<file path="src/rtl/vidmem_loader.sv">
// vidmem_loader: Wishbone register block plus page copy engine.
// The sequencer programs a source page and a page count, then starts a
// copy; the engine streams 256-byte pages from the source read port into
// the frame RAM write port one byte at a time.
module vidmem_loader #(
   parameter int ADDRESS_WIDTH  = 16,
   parameter int DATA_WIDTH     = 8,
   parameter int DATA_BYTES     = 1,
   parameter int RAM_ADDR_WIDTH = 15,
   parameter int SRC_TIMEOUT    = 64
) (
   input  logic                      clk_i,
   input  logic                      rst_i,
   input  logic [ADDRESS_WIDTH-1:0]  adr_i,
   input  logic [DATA_WIDTH-1:0]     dat_i,
   output logic [DATA_WIDTH-1:0]     dat_o,
   input  logic                      we_i,
   input  logic [DATA_BYTES-1:0]     sel_i,
   input  logic                      stb_i,
   input  logic                      cyc_i,
   output logic                      ack_o,
   input  logic [2:0]                cti_i,
   output logic [23:0]               src_addr,
   output logic                      src_req,
   input  logic                      src_valid,
   input  logic [7:0]                src_data,
   output logic                      ram_we,
   output logic [RAM_ADDR_WIDTH-1:0] ram_addr,
   output logic [7:0]                ram_data,
   output logic                      mem_busy
);

   localparam int TIMER_WIDTH = (SRC_TIMEOUT > 1) ? $clog2(SRC_TIMEOUT) : 1;
   localparam logic [TIMER_WIDTH-1:0] TIMER_MAX = TIMER_WIDTH'(SRC_TIMEOUT - 1);

   typedef enum logic [1:0] {
      ST_IDLE,
      ST_REQ,
      ST_WAIT,
      ST_WRITE
   } state_t;

   state_t                    state;
   logic [15:0]               page_reg;
   logic [15:0]               count_reg;
   logic [15:0]               cur_page;
   logic [15:0]               remaining;
   logic [7:0]                offset;
   logic [RAM_ADDR_WIDTH-1:0] dest;
   logic [TIMER_WIDTH-1:0]    timer;
   logic [7:0]                byte_buf;
   logic                      done;
   logic                      error;

   logic                      wb_req;
   logic                      wr_en;
   logic [2:0]                reg_sel;
   logic                      start;
   logic [7:0]                wr_byte;
   logic [7:0]                rd_data;
   logic                      unused_bits;

   // An access is accepted once per beat: the cycle carrying ack_o never
   // counts as a new request, so a held strobe costs two cycles per beat.
   assign wb_req  = stb_i & cyc_i & ~ack_o;
   assign wr_en   = wb_req & we_i & sel_i[0];
   assign reg_sel = adr_i[2:0];
   assign wr_byte = dat_i[7:0];
   assign start   = wr_en & (reg_sel == 3'd0) & wr_byte[0];

   assign unused_bits = ^{adr_i, cti_i, sel_i, dat_i};

   // The engine reads its address and write port straight from its own
   // registers, so these outputs carry no combinational logic.
   assign src_addr = {cur_page, offset};
   assign ram_addr = dest;
   assign ram_data = byte_buf;

   // Register read multiplexer; unmapped offsets read as zero.
   always_comb begin
      rd_data = 8'h00;
      case (reg_sel)
         3'd0:    rd_data = {5'b00000, error, done, mem_busy};
         3'd4:    rd_data = page_reg[7:0];
         3'd5:    rd_data = page_reg[15:8];
         3'd6:    rd_data = count_reg[7:0];
         3'd7:    rd_data = count_reg[15:8];
         default: rd_data = 8'h00;
      endcase
   end

   // Wishbone slave: registered ack and read data, register writes commit
   // on the same edge that raises ack_o.
   always_ff @(posedge clk_i or negedge rst_i) begin
      if (!rst_i) begin
         ack_o     <= 1'b0;
         dat_o     <= '0;
         page_reg  <= 16'h0000;
         count_reg <= 16'h0000;
      end else begin
         ack_o <= wb_req;
         dat_o <= wb_req ? DATA_WIDTH'(rd_data) : '0;
         if (wr_en) begin
            case (reg_sel)
               3'd4:    page_reg[7:0]   <= wr_byte;
               3'd5:    page_reg[15:8]  <= wr_byte;
               3'd6:    count_reg[7:0]  <= wr_byte;
               3'd7:    count_reg[15:8] <= wr_byte;
               default: ;
            endcase
         end
      end
   end

   // Copy engine: outputs are set on the transition into the state that
   // owns them, so src_req is high during REQ and ram_we during WRITE.
   always_ff @(posedge clk_i or negedge rst_i) begin
      if (!rst_i) begin
         state     <= ST_IDLE;
         cur_page  <= 16'h0000;
         remaining <= 16'h0000;
         offset    <= 8'h00;
         dest      <= '0;
         timer     <= '0;
         byte_buf  <= 8'h00;
         src_req   <= 1'b0;
         ram_we    <= 1'b0;
         mem_busy  <= 1'b0;
         done      <= 1'b0;
         error     <= 1'b0;
      end else begin
         if (start) begin
            done  <= 1'b0;
            error <= 1'b0;
         end
         case (state)
            ST_IDLE: begin
               if (start) begin
                  if (count_reg != 16'h0000) begin
                     cur_page  <= page_reg;
                     remaining <= count_reg;
                     offset    <= 8'h00;
                     dest      <= '0;
                     src_req   <= 1'b1;
                     mem_busy  <= 1'b1;
                     state     <= ST_REQ;
                  end else begin
                     done <= 1'b1;
                  end
               end
            end
            ST_REQ: begin
               src_req <= 1'b0;
               timer   <= '0;
               state   <= ST_WAIT;
            end
            ST_WAIT: begin
               if (src_valid) begin
                  byte_buf <= src_data;
                  ram_we   <= 1'b1;
                  state    <= ST_WRITE;
               end else if (timer == TIMER_MAX) begin
                  error    <= 1'b1;
                  mem_busy <= 1'b0;
                  state    <= ST_IDLE;
               end else begin
                  timer <= timer + TIMER_WIDTH'(1);
               end
            end
            ST_WRITE: begin
               ram_we <= 1'b0;
               dest   <= dest + RAM_ADDR_WIDTH'(1);
               offset <= offset + 8'd1;
               if (offset == 8'hFF) begin
                  cur_page  <= cur_page + 16'd1;
                  remaining <= remaining - 16'd1;
                  if (remaining == 16'd1) begin
                     done     <= 1'b1;
                     mem_busy <= 1'b0;
                     state    <= ST_IDLE;
                  end else begin
                     src_req <= 1'b1;
                     state   <= ST_REQ;
                  end
               end else begin
                  src_req <= 1'b1;
                  state   <= ST_REQ;
               end
            end
            default: begin
               src_req  <= 1'b0;
               ram_we   <= 1'b0;
               mem_busy <= 1'b0;
               state    <= ST_IDLE;
            end
         endcase
      end
   end

endmodule

</file>
<file path="config.mk">
export PLATFORM = sky130hd
export DESIGN_NAME = vidmem_loader
export DESIGN_NICKNAME = d
export VERILOG_FILES = /design/src/rtl/vidmem_loader.sv
export SDC_FILE = /design/constraint.sdc
export NUM_CORES = 1
export LEC_CHECK = 0
export ABC_AREA = 1
export CORE_MARGIN = 10
export CORE_UTILIZATION = 37
export CTS_CLUSTER_SIZE = 10
export DETAILED_ROUTE_END_ITERATION = 8
export PLACE_DENSITY_LB_ADDON = 0.08
export SETUP_SLACK_MARGIN = 0.4
export SLEW_MARGIN = 5
export SYNTH_ARGS = -nofsm -noshare
export SYNTH_HDL_FRONTEND = slang
export SYNTH_SLANG_ARGS = --single-unit
</file>
<file path="constraint.sdc">
create_clock -name clk_i -period 3.8 [get_ports clk_i]
set_input_delay 0.38 -clock clk_i [delete_from_list [all_inputs] [get_ports clk_i]]
set_output_delay 0.38 -clock clk_i [all_outputs]
set_load 0.005 [all_outputs]
</file>
# == Yosys cells after proc, flatten, opt, wreduce, memory -nomap -nowiden ==
# Index checks and enable logic that the tools add are counted.
# totals
ff_bits,117
inputBits,42
elab_cells,118
# classes
add_sub_neg,5
eq_ne,20
n_mux,48
bitwise_logic,7
reduce_logical,20
# op_table
op,n
16-bit two-way mux,6
16-bit case mux with 2 select lines,2
8-bit case mux with 5 select lines,1
15-bit two-way mux,2
15-bit case mux with 2 select lines,1
8-bit two-way mux,3
1-bit two-way mux,19
"16-bit by 1-bit adder with 16-bit output, second input constant",1
"16-bit by 1-bit == test with 1-bit output, second input constant",1
"2-bit inequality test, second input constant",8
8-bit case mux with 2 select lines,1
16-bit nonzero test,1
"16-bit by 1-bit subtractor with 16-bit output, second input constant",1
"15-bit by 1-bit adder with 15-bit output, second input constant",1
"3-bit == test, second input constant",4
6-bit two-way mux,2
6-bit case mux with 2 select lines,1
2-bit AND reduction,6
2-bit two-way mux,5
3-bit AND reduction,3
"8-bit by 1-bit adder with 8-bit output, second input constant",1
"8-bit == test, second input constant",1
2-bit case mux with 4 select lines,1
4-bit AND reduction,2
14 further kinds,26

# == Depth between registers and ports, before layout ==
# Gate-level depths: netlist of run 1.
# logic_depth
depth_word,10
ltp_mapped,11

# == Worst setup path before layout of run 1 ==
# Ideal clock, no wire load.
# synth_path
path_kind,flip-flop to flip-flop
start,reg state[0]
end,reg timer[3]
setup_time_ps,120
arrival_ps,1535
required_time_ps,3680
path_slack_ps,2145
path_stages_with_launch,12
cell_sequence,dfrtp_1 -> inv_1 -> ha_1 -> inv_1 -> nor2_1 -> inv_1 -> nor2_2 -> nor2_1 -> inv_2 -> nand3_1 -> o21ai_0 -> nor2_1
# synth_between
elab_chain_len,3
elab_cells_between_ends,7
classes_between,eq/ne (4); mux (1); reduce/logical (2)
# synth_lines
element,line,rtl
start: declaration,43,state_t state;
start signal: assignment,119,state <= ST_IDLE;
start signal: assignment,146,state <= ST_REQ;
start signal: assignment,155,state <= ST_WAIT;
2-bit == test / 2-bit by 1-bit == test with 1-bit output (equally long branches),136,case (state)
2-bit inequality test (no source line) / 2-bit nonzero test (equally long branches),--,
3-bit AND reduction (no source line),--,
end signal: assignment,167,timer <= timer + TIMER_WIDTH'(1);
end: declaration,50,logic [TIMER_WIDTH-1:0] timer;
# Parallel ways exist; a longest one is shown, timed or not.
# A chain may end at the register's enable or synchronous reset.

# == Final worst setup path of run 1 ==
# layout_path
start,reg state[0]
end,reg cur_page[15]
# layout_between
elab_chain_len,3
elab_cells_between_ends,8
classes_between,eq/ne (4); mux (1); reduce/logical (3)
# layout_lines
element,line,rtl
2-bit == test / 2-bit zero test (equally long branches),136,
2-bit inequality test (no source line) / 2-bit nonzero test (equally long branches),--,
4-bit AND reduction (no source line),--,
end signal: assignment,140,cur_page <= page_reg;
end signal: assignment,175,cur_page <= cur_page + 16'd1;
end: declaration,46,logic [15:0] cur_page;
# Parallel ways exist; a longest one is shown, timed or not.

==> flow_metrics.env, run 1 <==
export IMPL_status="complete, but fails checks"
export IMPL_violations="negative hold slack"
export IMPL_clock_sinks=117
export IMPL_fin_setup_tns_ns=0
export IMPL_cpPeakStageDelay_ns=0.50
export IMPL_grt_setup_unrepaired="false"
export IMPL_diodes=0
export IMPL_hold_viol_final=2
export IMPL_worstMarginPinSlew_ns=0.6739
export IMPL_cts_tree="done"
export IMPL_whs_ns=-0.003676
export IMPL_ant_nets=0
export IMPL_syn_area_um2=6705
export IMPL_fmax_mhz=478.3
export IMPL_ir_worst_vdd_mv=0.3710
export IMPL_numPortBuffers=84
export IMPL_routed_via_density=4.814
export IMPL_crit_path_end_kind="flop"
export IMPL_slew_headroom=0.5507
export IMPL_grt_max_degree=70
export IMPL_post_route_period_util=0.5502
export IMPL_antenna_found_initial=0
export IMPL_synthCells=937
export IMPL_post_dp_hpwl_mm=13.01
export IMPL_ys_seq_area_frac=0.4366
export IMPL_avgSynthCellArea_um2=7.156
export IMPL_cts_path_max_buffers=2
export IMPL_htreeDepth=4
export IMPL_num_vias=6070
export IMPL_path_class="flop to flop"
export IMPL_grt_pass1_vias=6037
export IMPL_numCtsBuffers=17
export IMPL_dieArea_um2=23910
export IMPL_synth_seq_cells=117
export IMPL_gr_total_overflow=0
export IMPL_p_leak_nw=3.781
export IMPL_drv_slew=0
export IMPL_worstPathMaxFanout=42
export IMPL_post_cts_buffers=0
export IMPL_cts_root_buf="clkbuf_16"
export IMPL_die_w_um=154.6
export IMPL_cp_required_ns=4.16
export IMPL_crit_chain="ha_2 > nor2_1 > inv_1 > o21ai_2 > nor2_8 > nand3_1 > nand2_1"
export IMPL_final_common_cell="nand2_1"
export IMPL_fin_nets=1073
export IMPL_post_route_min_period_ns=2.091
export IMPL_drt_iter0_markers=391
export IMPL_rows=49
export IMPL_die_h_um=154.6
export IMPL_cts_hold_buffers_added=0
export IMPL_core_um2=17900
export IMPL_crit_slowest_cell="ha_2"
export IMPL_drive_gt1_frac=0.07267
export IMPL_fill_cells=1869
export IMPL_initial_core_util=0.3745
export IMPL_clk_latency_ns=0.42
export IMPL_wl_mm=18.31
export IMPL_synth_cell_types=37
export IMPL_maxCapViolCount=0
export IMPL_track_usage=0.1578
export IMPL_final_cell_area_um2=8245
export IMPL_io_pins=101
export IMPL_hold_class="input pin to async pin"
export IMPL_mostFrequentLayoutCells="nand2_1 (371), dfrtp_1 (117), nor2_1 (95)"
export IMPL_cp_data_arrival_time_ns=2.45
export IMPL_ys_warn_count=0
export IMPL_dpl_cell_area_um2=7725
export IMPL_setup_viol_count_final=0
export IMPL_routabilityCongestion=0.8003
export IMPL_drc=0
export IMPL_drt_first_pass_iters=5
export IMPL_synth_nets=991
export IMPL_routedWlPerCell_um=14.52
export IMPL_clkTransAtPathRegs_ns=0.06
export IMPL_grt_pass1_wl_mm=31.16
export IMPL_area_growth_pct=22.97
export IMPL_ctsResizeCount=0
export IMPL_clock_skew_ns=0.01046
export IMPL_power_density_nw_per_um2=611.7
export IMPL_cp_start_kind="flop"
## Yosys cell counts (all sizes together)
library cell	count	area share
nor3	5	0.0037
a22oi	2	0.0022
dfrtp	117	0.44
buf	10	0.013
ha	12	0.022
xnor2	3	0.0039
o22ai	2	0.0019
a41oi	4	0.0052
o21bai	6	0.0067
a31oi	3	0.0028
clkinv	2	0.0011
a21oi	9	0.0067
nor2	103	0.066
o211ai	3	0.0034
nand3b	4	0.0045
a311oi	1	0.0013
xor2	7	0.0091
nand4	14	0.013
nand3	64	0.050
o21ai	86	0.070
clkbuf	14	0.0078
nor3b	1	0.0011
or2	5	0.0047
inv	82	0.046
a31o	1	0.0013
nand2	377	0.21
## critical path, delay by kind of cell (launching register included)
| family | cells | cell delay (ns) |
|---|---|---|
| compound gates | 1 | 0.11 |
| fa+ha+maj | 1 | 0.50 |
| buf+inv | 1 | 0.13 |
| flops | 1 | 0.42 |
| simple gates | 4 | 0.84 |
## per-stage QoR
stage / power [mW] / instances / utilization / worst slack (ns) / hold slack [ns]
final: 5.044 / 1261 / 0.4606 / 1.709 / -0.003676
after global routing: 5.472 / 1261 / 0.4606 / 1.432 / 0.05132
after CTS: 5.121 / 1261 / 0.4606 / 1.713 / 0.02525
after detailed placement: 3.661 / 1229 / 0.4315 / 1.434 / 0.4640
after global placement: 3.650 / 1229 / 0.4315 / 1.442 / 0.4633
after floorplan: 3.077 / 937 / - / 2.145 / 0.08441
## final cells by class
cell class / count / area, um2 / area share
clock buffer: 20 / 436.7 / 0.05296
clock inverter: 12 / 83.83 / 0.01017
inverter: 84 / 315.3 / 0.03824
multi-input combinational: 712 / 3322 / 0.4029
sequential: 117 / 2928 / 0.3551
tap: 229 / 286.5 / 0.03475
timing repair buffer: 87 / 873.3 / 0.1059
## where the power goes
part           switching (mW)  internal [mW]  total (mW)
registers               0.238           1.48        1.71
logic                    1.22          0.677        1.90
clock network           0.602          0.829        1.43
## path summary, 6_finish.rpt
| path | startpoint | end | slack, ns | depth (start not counted) |
|---|---|---|---|---|
| worst max register to register | state[0] | cur_page[15] | 1.71 | 7 |
| worst min register to register | ram_data[1] | ram_data[1] | 0.48 | 2 |
| max in group asynchronous | rst_i | mem_busy | 2.98 | 2 |
| min in group clk_i | ram_data[1] | ram_data[1] | 0.48 | 2 |
| worst min-delay path | rst_i | cur_page[14] | -0.004 | 1 |
| worst max-delay path | state[0] | cur_page[15] | 1.71 | 7 |
## cell families (layout without fill, tap and decap cells)
family,count (synthesis),after routing,share of synthesized area
AND/OR/NAND/NOR,573,573,0.3577
AO/OA/AOI/OAI,117,117,0.1019
flip-flops,117,117,0.4366
buffers and inverters,108,203,0.06829
adder cells (fa/ha/maj),12,12,0.02239
XOR/XNOR,10,10,0.01306
## metal layers
layer	global-route usage	wire length (um)
met5	0	0
met4	0.04993	235
met3	0.03356	667
met2	0.2431	8182
met1	0.2153	9223
Note: power is estimated with default switching activity, not from simulation.
==> inputs of run 2 (changes only) <==
==> constraint.sdc (replaced) <==
create_clock -name clk_i -period 1.87 [get_ports clk_i]
set_input_delay 0.187 -clock clk_i [delete_from_list [all_inputs] [get_ports clk_i]]
set_output_delay 0.187 -clock clk_i [all_outputs]
set_load 0.005 [all_outputs]
==> flow_metrics.env, run 2 (same netlist as run 1, synthesis figures left out) <==
export IMPL_grt_setup_unrepaired="true"
export IMPL_post_dp_hpwl_mm=13.76
export IMPL_r2r_start="state[0]"
export IMPL_drt_iter0_markers=358
export IMPL_cp_start_kind="flop"
export IMPL_ant_nets=0
export IMPL_io_pins=101
export IMPL_hold_class="input pin to async pin"
export IMPL_core_um2=17900
export IMPL_cts_path_max_buffers=2
export IMPL_clock_sinks=117
export IMPL_numCtsBuffers=17
export IMPL_track_usage=0.1772
export IMPL_antenna_found_initial=0
export IMPL_clk_latency_ns=0.42
export IMPL_drt_first_pass_iters=7
export IMPL_slew_headroom=0.6697
export IMPL_dp_cells=1265
export IMPL_gr_total_overflow=0
export IMPL_r2r_slack_ns=0.24
export IMPL_rr_endpoint="remaining[4]"
export IMPL_numPortBuffers=84
export IMPL_num_vias=6803
export IMPL_cts_tree="done"
export IMPL_p_leak_nw=5.174
export IMPL_post_route_min_period_ns=1.632
export IMPL_post_route_period_util=0.8727
export IMPL_cts_root_buf="clkbuf_16"
export IMPL_maxCapViolCount=0
export IMPL_routedWlPerCell_um=15.34
export IMPL_cp_data_arrival_time_ns=1.93
export IMPL_power_density_nw_per_um2=1361
export IMPL_worstMarginPinSlew_ns=0.4954
export IMPL_diodes=0
export IMPL_die_w_um=154.6
export IMPL_final_common_cell="nand2_1"
export IMPL_initial_core_util=0.3745
export IMPL_mostFrequentLayoutCells="nand2_1 (335), buf_4 (112), dfrtp_1 (102)"
export IMPL_dieArea_um2=23910
export IMPL_dp_slack_ns=0.02449
export IMPL_clock_skew_ns=0.007979
export IMPL_grt_pass1_vias=6642
export IMPL_cp_required_ns=2.17
export IMPL_grt_max_degree=44
export IMPL_worstPathMaxFanout=8
export IMPL_rows=49
export IMPL_htreeDepth=4
export IMPL_crit_path_end_kind="flop"
export IMPL_setup_viol_count_final=0
export IMPL_fill_cells=1690
export IMPL_fin_cells=1403
export IMPL_setup_slack_ns=0.2380
export IMPL_grt_pass1_wl_mm=34.69
export IMPL_drc=0
export IMPL_fin_nets=1216
export IMPL_die_h_um=154.6
export IMPL_ff2ff_path_depth=10
export IMPL_routed_via_density=4.849
export IMPL_ir_worst_vdd_mv=0.8284
export IMPL_routabilityCongestion=0.8648
export IMPL_p_total_mw=13.91
export IMPL_wl_mm=21.53
export IMPL_fmax_mhz=612.8
export IMPL_fin_setup_tns_ns=0
export IMPL_clkTransAtPathRegs_ns=0.05
export IMPL_area_growth_pct=52.42
export IMPL_path_class="flop to flop"
export IMPL_drv_slew=0
export IMPL_hold_viol_final=0
export IMPL_drive_gt1_frac=0.2760
export IMPL_status="finished clean"
-- run 2: cell type report --
cell class	instances	area [um2]	share of cell area
multi-input cells	715	3779	0.3697
flip-flops and latches	117	2947	0.2883
repair buffers	227	2283	0.2234
clock buffers	22	464.2	0.04542
inverters	84	332.8	0.03257
well taps	229	286.5	0.02804
clock inverters	9	127.6	0.01249
-- run 2: stage by stage --
step | util | instance area [um2] | hold WS, ns
after floorplan | - | 6761 | -0.1086
after global placement | 0.4558 | 8159 | 0.1828
after detailed placement | 0.4558 | 8159 | 0.1827
after CTS | 0.5403 | 9672 | 0.2822
after global routing | 0.5709 | 10220 | 0.3040
final | 0.5709 | 10220 | 0.2721
-- run 2: how the worst max path moves through the flow --
stage                   start           end  slack, ns  cells past startpoint
finish               state[0]  remaining[4]       0.24                     10
global route        offset[1]  remaining[8]       0.19                     11
CTS                 offset[1]  remaining[4]       0.26                      9
detailed placement   adr_i[0]  remaining[3]       0.02                     10
global placement     adr_i[0]  remaining[3]       0.08                     10
floorplan            state[0]      timer[3]       0.40                     11
-- run 2: layer usage --
metal / share of wire / track usage / up-vias
li1: - / - / 3448
met1: 0.47 / 0.2428 / 3203
met2: 0.47 / 0.2767 / 129
met3: 0.042 / 0.03134 / 23
met4: 0.014 / 0.05623 / 0
met5: 0 / 0 / -
-- run 2: what timing repair did --
action                                 4_1_cts  5_1_grt
pin swaps                                   23       25
gates cloned                                 9        3
endpoints found under the hold margin       31        0
resized for setup                          107       89
hold buffers                                 1        0
setup endpoints to repair                  114       82
setup buffers                               74       20
-- run 2: power breakdown --
group          switching [mW]  internal, mW  total (mW)
Combinational            3.76          3.41        7.18
Clock                    1.17          2.15        3.32
Sequential              0.402          3.01        3.41
Total                    5.34          8.57        13.9
-- run 2: worst max-delay path, stage by stage, from the launching register on --
cell and delay, ns:
dfrtp_2 0.43, inv_2 0.10, buf_6 0.10, ha_4 0.16, nor2_4 0.05, inv_2 0.07
o21ai_4 0.08, nor2_8 0.12, buf_12 0.16, clkbuf_16 0.17, o21ai_1 0.06
